### config.mk
export PLATFORM = sky130hd
export DESIGN_NAME = sm_fixed_mult_pipe
export DESIGN_NICKNAME = d
export VERILOG_FILES = /design/src/rtl/sm_fixed_pkg.sv /design/src/rtl/sm_round_sat.sv /design/src/rtl/sm_fixed_mult_pipe.sv
export SDC_FILE = /design/constraint.sdc
export NUM_CORES = 1
export LEC_CHECK = 0
export ABC_AREA = 1
export CORE_MARGIN = 2
export CORE_UTILIZATION = 40
export DETAILED_ROUTE_END_ITERATION = 16
export GPL_ROUTABILITY_DRIVEN = 0
export SLEW_MARGIN = 20
export SYNTH_ARGS = -nofsm -noshare
export SYNTH_HDL_FRONTEND = slang
export SYNTH_SLANG_ARGS = --single-unit
### constraint.sdc
create_clock -name clk -period 14.4 [get_ports clk]
set_clock_uncertainty 0.2 [all_clocks]
set_input_delay 4.32 -clock clk [delete_from_list [all_inputs] [get_ports clk]]
set_output_delay 4.32 -clock clk [all_outputs]
set_load 0.02 [all_outputs]
### src/rtl/sm_fixed_pkg.sv
// Shared helpers for the sign-magnitude fixed-point multiplier: derived widths,
// rounding constant and sign-magnitude packing, all evaluated per instance.
package sm_fixed_pkg;

  // Widest word the generic helpers can handle; callers cast down to WIDTH.
  localparam int SM_MAX_W = 64;

  function automatic int sm_mag_w(input int width);
    return width - 1;
  endfunction

  function automatic int sm_prod_w(input int width);
    return 2 * (width - 1);
  endfunction

  function automatic logic [SM_MAX_W-1:0] sm_rnd_k(input int frac);
    return SM_MAX_W'(1) << (frac - 1);
  endfunction

  // Bits below width-1 come from mag, bit width-1 is the sign, the rest are zero.
  function automatic logic [SM_MAX_W-1:0] sm_pack(input logic sign,
                                                  input logic [SM_MAX_W-1:0] mag,
                                                  input int width);
    logic [SM_MAX_W-1:0] res;
    res = '0;
    for (int i = 0; i < SM_MAX_W; i++) begin
      if (i < width - 1)
        res[i] = mag[i];
      else if (i == width - 1)
        res[i] = sign;
    end
    return res;
  endfunction

endpackage

### src/rtl/sm_round_sat.sv
// Combinational output stage: round half away from zero, range check, saturate
// or wrap (SM_FIXED_MULT_SAT_EN selects saturation), and zero normalisation.
module sm_round_sat
  import sm_fixed_pkg::*;
#(
  parameter  int WIDTH  = 16,
  parameter  int FRAC   = 11,
  localparam int PROD_W = sm_prod_w(WIDTH)
) (
  input  logic              i_sign,
  input  logic [PROD_W-1:0] i_prod,
  output logic [WIDTH-1:0]  o_c,
  output logic              o_ovf
);

  localparam int MAG_W = sm_mag_w(WIDTH);
  // One spare bit keeps the rounding add carry-safe for any legal FRAC.
  localparam int SUM_W = PROD_W + 1;
  localparam int R_W   = SUM_W - FRAC;
  localparam logic [SUM_W-1:0] RND_K = SUM_W'(sm_rnd_k(FRAC));

  logic [SUM_W-1:0] w_sum;
  logic [R_W-1:0]   w_r;
  logic [MAG_W-1:0] w_mag;
  logic             w_sign;

  assign w_sum = SUM_W'(i_prod) + RND_K;
  assign w_r   = R_W'(w_sum >> FRAC);
  assign o_ovf = |w_r[R_W-1:MAG_W];

`ifdef SM_FIXED_MULT_SAT_EN
  assign w_mag = o_ovf ? {MAG_W{1'b1}} : w_r[MAG_W-1:0];
`else
  assign w_mag = w_r[MAG_W-1:0];
`endif

  assign w_sign = i_sign & (|w_mag);
  assign o_c    = WIDTH'(sm_pack(w_sign, SM_MAX_W'(w_mag), WIDTH));

endmodule

### src/rtl/sm_fixed_mult_pipe.sv
// Three-stage sign-magnitude fixed-point multiplier with a single stall enable.
// Overflow handling on out_c is selected by SM_FIXED_MULT_SAT_EN (saturate) or wrap.
module sm_fixed_mult_pipe
  import sm_fixed_pkg::*;
#(
  parameter int WIDTH = 16,
  parameter int FRAC  = 11
) (
  input  logic             clk,
  input  logic             rst,
  input  logic             in_valid,
  output logic             in_ready,
  input  logic [WIDTH-1:0] in_a,
  input  logic [WIDTH-1:0] in_b,
  output logic             out_valid,
  input  logic             out_ready,
  output logic [WIDTH-1:0] out_c,
  output logic             out_ovf,
  output logic             ovf_sticky,
  input  logic             ovf_clr
);

  localparam int MAG_W  = sm_mag_w(WIDTH);
  localparam int PROD_W = sm_prod_w(WIDTH);

  if (WIDTH < 4 || FRAC < 1 || FRAC > WIDTH - 2) begin : g_bad_param
    $error("sm_fixed_mult_pipe: illegal WIDTH/FRAC combination");
  end

  logic              r_v1, r_v2, r_v3;
  logic              r_s1, r_s2;
  logic [MAG_W-1:0]  r_ma1, r_mb1;
  logic [PROD_W-1:0] r_p2;
  logic [WIDTH-1:0]  r_c3;
  logic              r_ovf3;
  logic              r_sticky;

  logic              w_adv;
  logic [WIDTH-1:0]  w_c;
  logic              w_ovf;

  // Whole pipe moves together; bubbles are held rather than collapsed.
  assign w_adv    = !r_v3 | out_ready;
  assign in_ready = w_adv;

  always_ff @(posedge clk) begin
    if (rst) begin
      r_v1 <= 1'b0;
      r_v2 <= 1'b0;
      r_v3 <= 1'b0;
    end else if (w_adv) begin
      r_v1 <= in_valid;
      r_v2 <= r_v1;
      r_v3 <= r_v2;
    end
  end

  always_ff @(posedge clk) begin
    if (w_adv) begin
      r_s1  <= in_a[WIDTH-1] ^ in_b[WIDTH-1];
      r_ma1 <= in_a[MAG_W-1:0];
      r_mb1 <= in_b[MAG_W-1:0];
      r_s2  <= r_s1;
      r_p2  <= PROD_W'(r_ma1) * PROD_W'(r_mb1);
    end
  end

  sm_round_sat #(
    .WIDTH (WIDTH),
    .FRAC  (FRAC)
  ) u_round_sat (
    .i_sign (r_s2),
    .i_prod (r_p2),
    .o_c    (w_c),
    .o_ovf  (w_ovf)
  );

  // Output register is reset so out_c reads zero straight after reset.
  always_ff @(posedge clk) begin
    if (rst) begin
      r_c3   <= '0;
      r_ovf3 <= 1'b0;
    end else if (w_adv) begin
      r_c3   <= w_c;
      r_ovf3 <= w_ovf;
    end
  end

  always_ff @(posedge clk) begin
    if (rst)
      r_sticky <= 1'b0;
    else if (r_v3 & out_ready & r_ovf3)
      r_sticky <= 1'b1;
    else if (ovf_clr)
      r_sticky <= 1'b0;
  end

  assign out_valid  = r_v3;
  assign out_c      = r_c3;
  assign out_ovf    = r_ovf3;
  assign ovf_sticky = r_sticky;

endmodule

=== Yosys cells after proc, flatten, opt, wreduce, memory -nomap -nowiden ===
Cells that the tools add are included.

* Bitwise gates (word level): 5
* Reduce and logical (&&, ||, !) cells: 4
* $mul: 1
* Mux-type cells: 2
* $add $sub $neg: 1

{| class="wikitable"
|+ Operators by type and width
! kind !! number
|-
| 30-bit by 11-bit adder with 31-bit output, second input constant || 1
|-
| 15-bit by 15-bit multiplier with 30-bit output || 1
|-
| 15-bit OR reduction || 1
|-
| 5-bit OR reduction || 1
|-
| 1-bit bitwise AND || 3
|-
| 1-bit 2-to-1 mux || 2
|-
| 2-bit nonzero test || 1
|-
| 1-bit logical NOT || 1
|-
| 1-bit OR || 1
|-
| 1-bit XOR || 1
|}

* Bits in registers: 83
* Logic and storage cells: 24
* Bits of input ports: 37

=== Depth between registers and ports, before layout ===
Gate-level depths: netlist of the first run.

* Depth in word-level cells: 3
* Mapped depth: 25
* Depth with buffers taken out: 24

=== Hierarchy ===
From an unflattened synthesis of the first run, not the netlist that was laid out.

* Cells, all modules: 1511
* Area total of the unflattened synthesis: 11581.1 µm²

{| class="wikitable"
|+ Modules (own cells, without submodules)
! module !! seq. area each (µm²) !! times used !! cells each !! area each (µm²)
|-
| sm_fixed_mult_pipe || 2282.2 || 1 || 1362 || 10904.2
|-
| sm_round_sat || 0.0 || 1 || 149 || 676.9
|}

=== Worst setup path after synthesis of the first run ===
OpenSTA, ideal clock, no wires.

* Kind: in2out
* From: in out_ready
* To: out in_ready
* Arrival time: 6.309 ns
* Setup slack: 3.571 ns
* Buffers on the path: 1
* Stages on the path: 3
* Data required time: 9.880 ns
* Cells stage by stage: nor2_1 inv_1 clkbuf_1

* Word-level cells in the longest chain between the ends: 1

{| class="wikitable"
|+ RTL lines
! item !! RTL line !! source
|-
| start, declared || sm_fixed_mult_pipe.sv:16 || <nowiki>input logic out_ready,</nowiki>
|-
| 1-bit OR || sm_fixed_mult_pipe.sv:43 || <nowiki>assign w_adv = !r_v3 | out_ready;</nowiki>
|-
| end, declared || sm_fixed_mult_pipe.sv:12 || <nowiki>output logic in_ready,</nowiki>
|}

No other way between the ends.

=== Worst setup path in the final report of the first run ===
Same ends and word-level chain as after synthesis.

==> results of run 1 <==
-- through the flow --
stage / area [µm²] / hold slack, ns
2_1_floorplan: 10720 / 0.2003
3_3_place_gp: 11580 / 0.2047
3_5_place_dp: 11580 / 0.2062
4_1_cts: 11880 / 0.2205
5_1_grt: 11880 / 0.2412
6_report: 11880 / 0.2196
-- synth_stat cells (15+ instances only) --
cell type  instances  area [µm²]
inv_1            372        1396
nand2_1          333        1250
fa_1             166        3323
ha_1              92        1151
edfxtp_1          52        1562
nor2_1            51       191.4
a21oi_1           44       220.2
clkbuf_1          34       127.6
o21ai_0           34       170.2
nand3_1           27       135.1
dfxtp_1           21       420.4
xor2_1            15       131.4
-- registers in the layout, indices dropped and copies added (netlist names), 15 cells and up --
name	count
r_ma1	15
out_c	16
r_mb1	15
r_p2	20
-- placed cells by master, fill, tap and decap left out, types with 27 or more instances in the layout --
master / Yosys / layout
fa_1: 166 / 166
inv_1: 372 / 371
a21oi_1: 44 / 44
nand3_1: 27 / 27
ha_1: 92 / 92
edfxtp_1: 52 / 52
clkdlybuf4s50_1: 0 / 56
o21ai_0: 34 / 34
nor2_1: 51 / 51
nand2_1: 333 / 333
-- worst max-delay path by stage --
stage / cells after the start / end / slack (ns) / startpoint
after floorplan: 3 / in_ready / 3.57 / out_ready
after global placement: 5 / in_ready / 3.20 / out_ready
after detailed placement: 5 / in_ready / 3.21 / out_ready
after CTS: 5 / in_ready / 3.22 / out_ready
after global routing: 5 / in_ready / 3.07 / out_ready
final: 5 / in_ready / 3.26 / out_ready
-- critical path, delay by kind of cell --
| kind | cells | cell delay (ns) |
|---|---|---|
| buffers and inverters | 4 | 1.53 |
| and+or+nand+nor | 1 | 0.75 |
-- area by class of cell --
type / count / area [µm²] / area share (%)
clock inverters: 4 / 51.30 / 0.4318
multi-input cells: 850 / 7207 / 60.66
clock buffers: 11 / 254.0 / 2.138
repair buffers: 57 / 568.0 / 4.781
inverters: 373 / 1400 / 11.78
flip-flops and latches: 73 / 1982 / 16.68
well taps: 335 / 419.2 / 3.528
-- layer usage --
metal | vias up | share of wire [%] | track usage, %
li1 | 3999 | - | -
met1 | 4059 | 46 | 25.17
met2 | 167 | 50 | 34.01
met3 | 24 | 3.4 | 1.914
met4 | 0 | 1.3 | 4.348
met5 | - | 0 | 0
-- kinds of logic (layout without fill, tap and decap cells) --
logic type	after synthesis	count (layout)
simple gates	460	460
flops	73	73
buf+inv	408	445
fa+ha+maj	258	258
xor+xnor	20	20
compound gates	112	112
==> metrics.yaml, run 1 <==
synth:
  netlist_area_um2: 10720
  synth-edff-count: 52
  synthMuxAreaShare_pct: 0
  ys_ff_latch: 73
  synth_flop_cell: "edfxtp_1"
  synth_fa_ha_area_share_pct: 41.72
  synth-async-reset-ratio_pct: 0
  synth_seq_area_share_pct: 18.48
  netlist_instances: 1331
  ys_types: 35
  synth_compound_area_share_pct: 6.079
  synth-simple-area-share_pct: 17.77
  yosysWarnings: 0
  synth_top_family_by_area: "adder cells"
  synth_nets: 1626
  syn_avg_cell_area_um2: 8.057
  synth_xor_area_share_pct: 1.633
routing:
  num_vias: 8249
  wl_per_cell_um: 14.20
  drc_errors: 0
  wirelength_um: 24180
  drtIter0Drc: 373
  viasPerCell: 4.844
  dr.pass1.iters: 5
  antenna_left: 0
clock_tree:
  cts_resized: 0
  clkTransAtPathRegs_ns: 0.06
  cts_post_setup_buffers_inserted: 0
  clk_latency_ns: 0.35
  ctsHtreeMaxLevel: 3
  cts_tree: "built"
  cts-root-buf: "clkbuf_16"
  cts_buffers: 9
  clock_path_buffers: 2
  holdBufCountCts: 0
  cts.sinks: 73
outcome:
  status: "finished clean"
floorplanning:
  start_util_pct: 40.92
  die-height_um: 167.7
  core-area_um2: 26210
  die_w_um: 167.7
  pin_count: 57
  rows: 59
  die_area_um2: 28140
final_layout:
  fillCellCount: 2583
  areaGrowthSynthToFinish_pct: 10.79
  drive_gt1_share_pct: 3.070
  nets: 1659
  fin_util_pct: 45.34
  stdcell_count: 1703
  antenna_cells: 0
worst_setup_path:
  slowest_stage: "nor2_1"
  r2r_start: "r_ma1[10]"
  worstSetupStartpointType: "input port"
  regToRegEndpoint: "r_p2[22]"
  worst-setup-path-type: "input port to output port"
  crit_top_cell: "clkdlybuf4s50_1"
  regToRegSetupSlack_ns: 8.15
  max_stage_delay_ns: 0.75
  cp.arrival_ns: 6.62
  critPathMaxFanout: 77
  crit_chain: "clkdlybuf4s50_1 -> nor2_1 -> inv_2 -> buf_4 -> clkdlybuf4s50_1"
  end_kind: "output port"
  reg2reg_depth: 22
  required_ns: 9.88
min_path:
  holdPathStages: 0
  hold_start: "r_s1"
  whs_endpoint: "r_s2"
  min_path_type: "register to register"
grt:
  antenna_found_initial: 0
  grt_pass1_vias: 8932
  grt_pass1_wl_um: 43150
  grt_max_degree: 78
  overflow: 0
  grt.total_usage_pct: 19.08
timing:
  hold_viol: 0
  fin_crit_ns: 11.14
  rsz0062_at_grt: "false"
  slew_viol_final: 0
  max_slew.worst_pin.slew_ns: 0.9748
  setup_slack_ns: 3.258
  fmax_mhz: 89.75
  setup_viol: 0
  post-route-period-util_pct: 77.38
  maxSlewHeadroom_pct: 34.77
  fin_tns_setup_ns: 0
place:
  dp.cells: 1688
  dp_hpwl_um: 19140
  dpl_worst_slack_ns: 3.214
  io_buffers: 56
job:
  drv_cap: 0
Power of run 1 is not shown: default switching activity piles up to over one toggle a cycle in this logic, so the estimate is an artifact.
==> run 2: changes to the inputs <==
==> constraint.sdc (replaced) <==
create_clock -name clk -period 10.5 [get_ports clk]
set_clock_uncertainty 0.2 [all_clocks]
set_input_delay 3.15 -clock clk [delete_from_list [all_inputs] [get_ports clk]]
set_output_delay 3.15 -clock clk [all_outputs]
set_load 0.02 [all_outputs]
==> run 2 against run 1 <==
Utilization about the same. Highest routed layer unchanged. Non-clock buffer count unchanged. Sequential cell count unchanged. Sequential share of layout area about the same. Critical path type unchanged. Die area unchanged. Via count about the same. Worst hold slack improved by 0.0038 ns. Final cell count about the same. Setup slack got worse by 0.89 ns.
==> metrics.yaml, run 2 (synthesis gave the netlist of run 1 again) <==
floorplanning:
  core-area_um2: 26210  # unchanged
  start_util_pct: 40.92  # unchanged
  die-height_um: 167.7  # unchanged
  die_area_um2: 28140  # unchanged
  die_w_um: 167.7  # unchanged
  rows: 59  # unchanged
  pin_count: 57  # unchanged
timing:
  fin_tns_setup_ns: 0  # unchanged
  fin_crit_ns: 8.134
  max_slew.worst_pin.slew_ns: 0.9256  # was 0.9748 ns
  maxSlewHeadroom_pct: 38.29  # was 34.77%
  post-route-period-util_pct: 77.47
  hold_viol: 0  # unchanged
  rsz0062_at_grt: "false"  # unchanged
  setup_viol: 0  # unchanged
  slew_viol_final: 0  # unchanged
  fmax_mhz: 122.9
worst_setup_path:
  worstPathBufferInverterCount: 3  # was 4
  max_stage_delay_ns: 0.56  # was 0.75 ns
  worstSetupStartpointType: "input port"  # unchanged
  crit_chain: "clkdlybuf4s50_1 -> nor2_2 -> inv_2 -> clkdlybuf4s50_1"  # was clkdlybuf4s50_1 -> nor2_1 -> inv_2 -> buf_4 -> clkdlybuf4s50_1
  crit_top_cell: "clkdlybuf4s50_1"  # unchanged
  end_kind: "output port"  # unchanged
  critPathMaxFanout: 16  # was 77
  cp.arrival_ns: 4.78  # was 6.62 ns
  worst-setup-path-type: "input port to output port"  # unchanged
  required_ns: 7.15  # was 9.88 ns
  path_delay_family: "buffers and inverters"  # unchanged
  slowest_stage: "clkdlybuf4s50_1"  # was nor2_1
clock_tree:
  cts_tree: "built"  # unchanged
  cts-root-buf: "clkbuf_16"  # unchanged
  clkTransAtPathRegs_ns: 0.07  # was 0.06 ns
  clk_latency_ns: 0.35  # about the same
  cts.sinks: 73  # unchanged
  ctsHtreeMaxLevel: 3  # unchanged
  clock_path_buffers: 2  # unchanged
  cts_buffers: 9  # unchanged
  cts_resized: 0  # unchanged
  cts_post_setup_buffers_inserted: 0  # unchanged
  holdBufCountCts: 0  # unchanged
place:
  dp_hpwl_um: 19090  # was 19140 µm
  io_buffers: 56  # unchanged
routing:
  wl_per_cell_um: 14.04  # was 14.20 µm
  wirelength_um: 23930  # was 24180 µm
  antenna_left: 0  # unchanged
  viasPerCell: 4.838  # was 4.844
  drtIter0Drc: 504  # was 373
  dr.pass1.iters: 5  # unchanged
  drc_errors: 0  # unchanged
  wl_met3_um: 1015  # was 829 µm
  wl_met1_um: 10740  # was 11050 µm
  routed-wl-met2_um: 11770  # was 11980 µm
  highest_layer: "met4"  # unchanged
  num_vias: 8244  # was 8249
final_layout:
  regMostFlops: "r_p2"  # unchanged
  layout_commonest_cell: "inv_1"  # unchanged
  nets: 1659  # unchanged
  final_cell_mix: "inv_1, nand2_1, fa_1, ha_1, clkdlybuf4s50_1"  # unchanged
  antenna_cells: 0  # unchanged
  areaGrowthSynthToFinish_pct: 10.90  # was 10.79%
  largest_register_ffs: 20  # unchanged
  fillCellCount: 2577  # was 2583
  drive_gt1_share_pct: 3.287  # was 3.070%
grt:
  grt_pass1_wl_um: 42060  # was 43150 µm
  overflow: 0  # unchanged
  antenna_found_initial: 0  # unchanged
  grt_max_degree: 77  # was 78
  grt_pass1_vias: 8715  # was 8932
  grt.total_usage_pct: 18.68  # was 19.08%
job:
  drv_cap: 0  # unchanged
outcome:
  status: "finished clean"  # unchanged
min_path:
  min_path_type: "register to register"  # unchanged
-- run 2: cell types whose count changed in the layout (fill, tap and decap cells not counted) --
cell       before  now
clkinv_4        0    2
clkbuf_1        1    0
clkbuf_8        0    1
inv_8           0    1
nor2_1         51   50
clkbuf_16      10    9
nor2_2          3    4
clkinv_2        1    0
-- run 2: final cells by class --
type	count	area (µm²)	area share (%)
Inverter	373	1400	11.77
Sequential cell	73	1982	16.66
Tap cell	335	419.2	3.524
Multi-Input combinational cell	850	7209	60.62
Timing Repair Buffer	57	568.0	4.776
Clock inverter	6	75.07	0.6312
Clock buffer	10	239.0	2.009
-- run 2: final timing paths --
| path | from | endpoint | slack [ns] | depth (start not counted) |
|---|---|---|---|---|
| worst max register to register | r_ma1[10] | r_p2[25] | 4.29 | 23 |
| worst min-delay path | r_s1 | r_s2 | 0.22 | 0 |
| worst max-delay path | out_ready | in_ready | 2.37 | 4 |
| worst min register to register | r_s1 | r_s2 | 0.22 | 0 |
-- run 2: per-stage QoR --
| stage | hold slack (ns) | utilization [%] | instance area, µm² | setup WS, ns | std cells |
|---|---|---|---|---|---|
| after floorplan | 0.2003 | - | 10720 | 2.011 | 1331 |
| after global placement | 0.2084 | 44.17 | 11580 | 2.081 | 1688 |
| after detailed placement | 0.2071 | 44.17 | 11580 | 2.096 | 1688 |
| after CTS | 0.2237 | 45.37 | 11890 | 2.075 | 1704 |
| after global routing | 0.2420 | 45.38 | 11890 | 2.231 | 1704 |
| final | 0.2234 | 45.38 | 11890 | 2.366 | 1704 |
-- run 2: routing by layer --
layer,up-vias,track usage [%]
met5,-,0
met4,0,4.688
met3,32,2.482
met2,176,32.96
met1,4031,24.34
li1,4005,-
-- run 2: worst reg2reg max path, cell delays in order (launching register included) --
cell	delay, ns
edfxtp_1	0.69
nand2_1	0.16
inv_1	0.07
fa_1	0.53
inv_1	0.05
fa_1	0.53
inv_1	0.05
fa_1	0.50
inv_1	0.05
fa_1	0.53
inv_1	0.05
fa_1	0.55
inv_1	0.06
fa_1	0.52
inv_1	0.04
ha_1	0.35
a21oi_1	0.19
o21ai_0	0.14
nand2_1	0.10
nand2_1	0.09
a211oi_1	0.31
nand2_1	0.08
nand2_1	0.07
nand2_1	0.04
Power of run 2 is left out for the same reason.
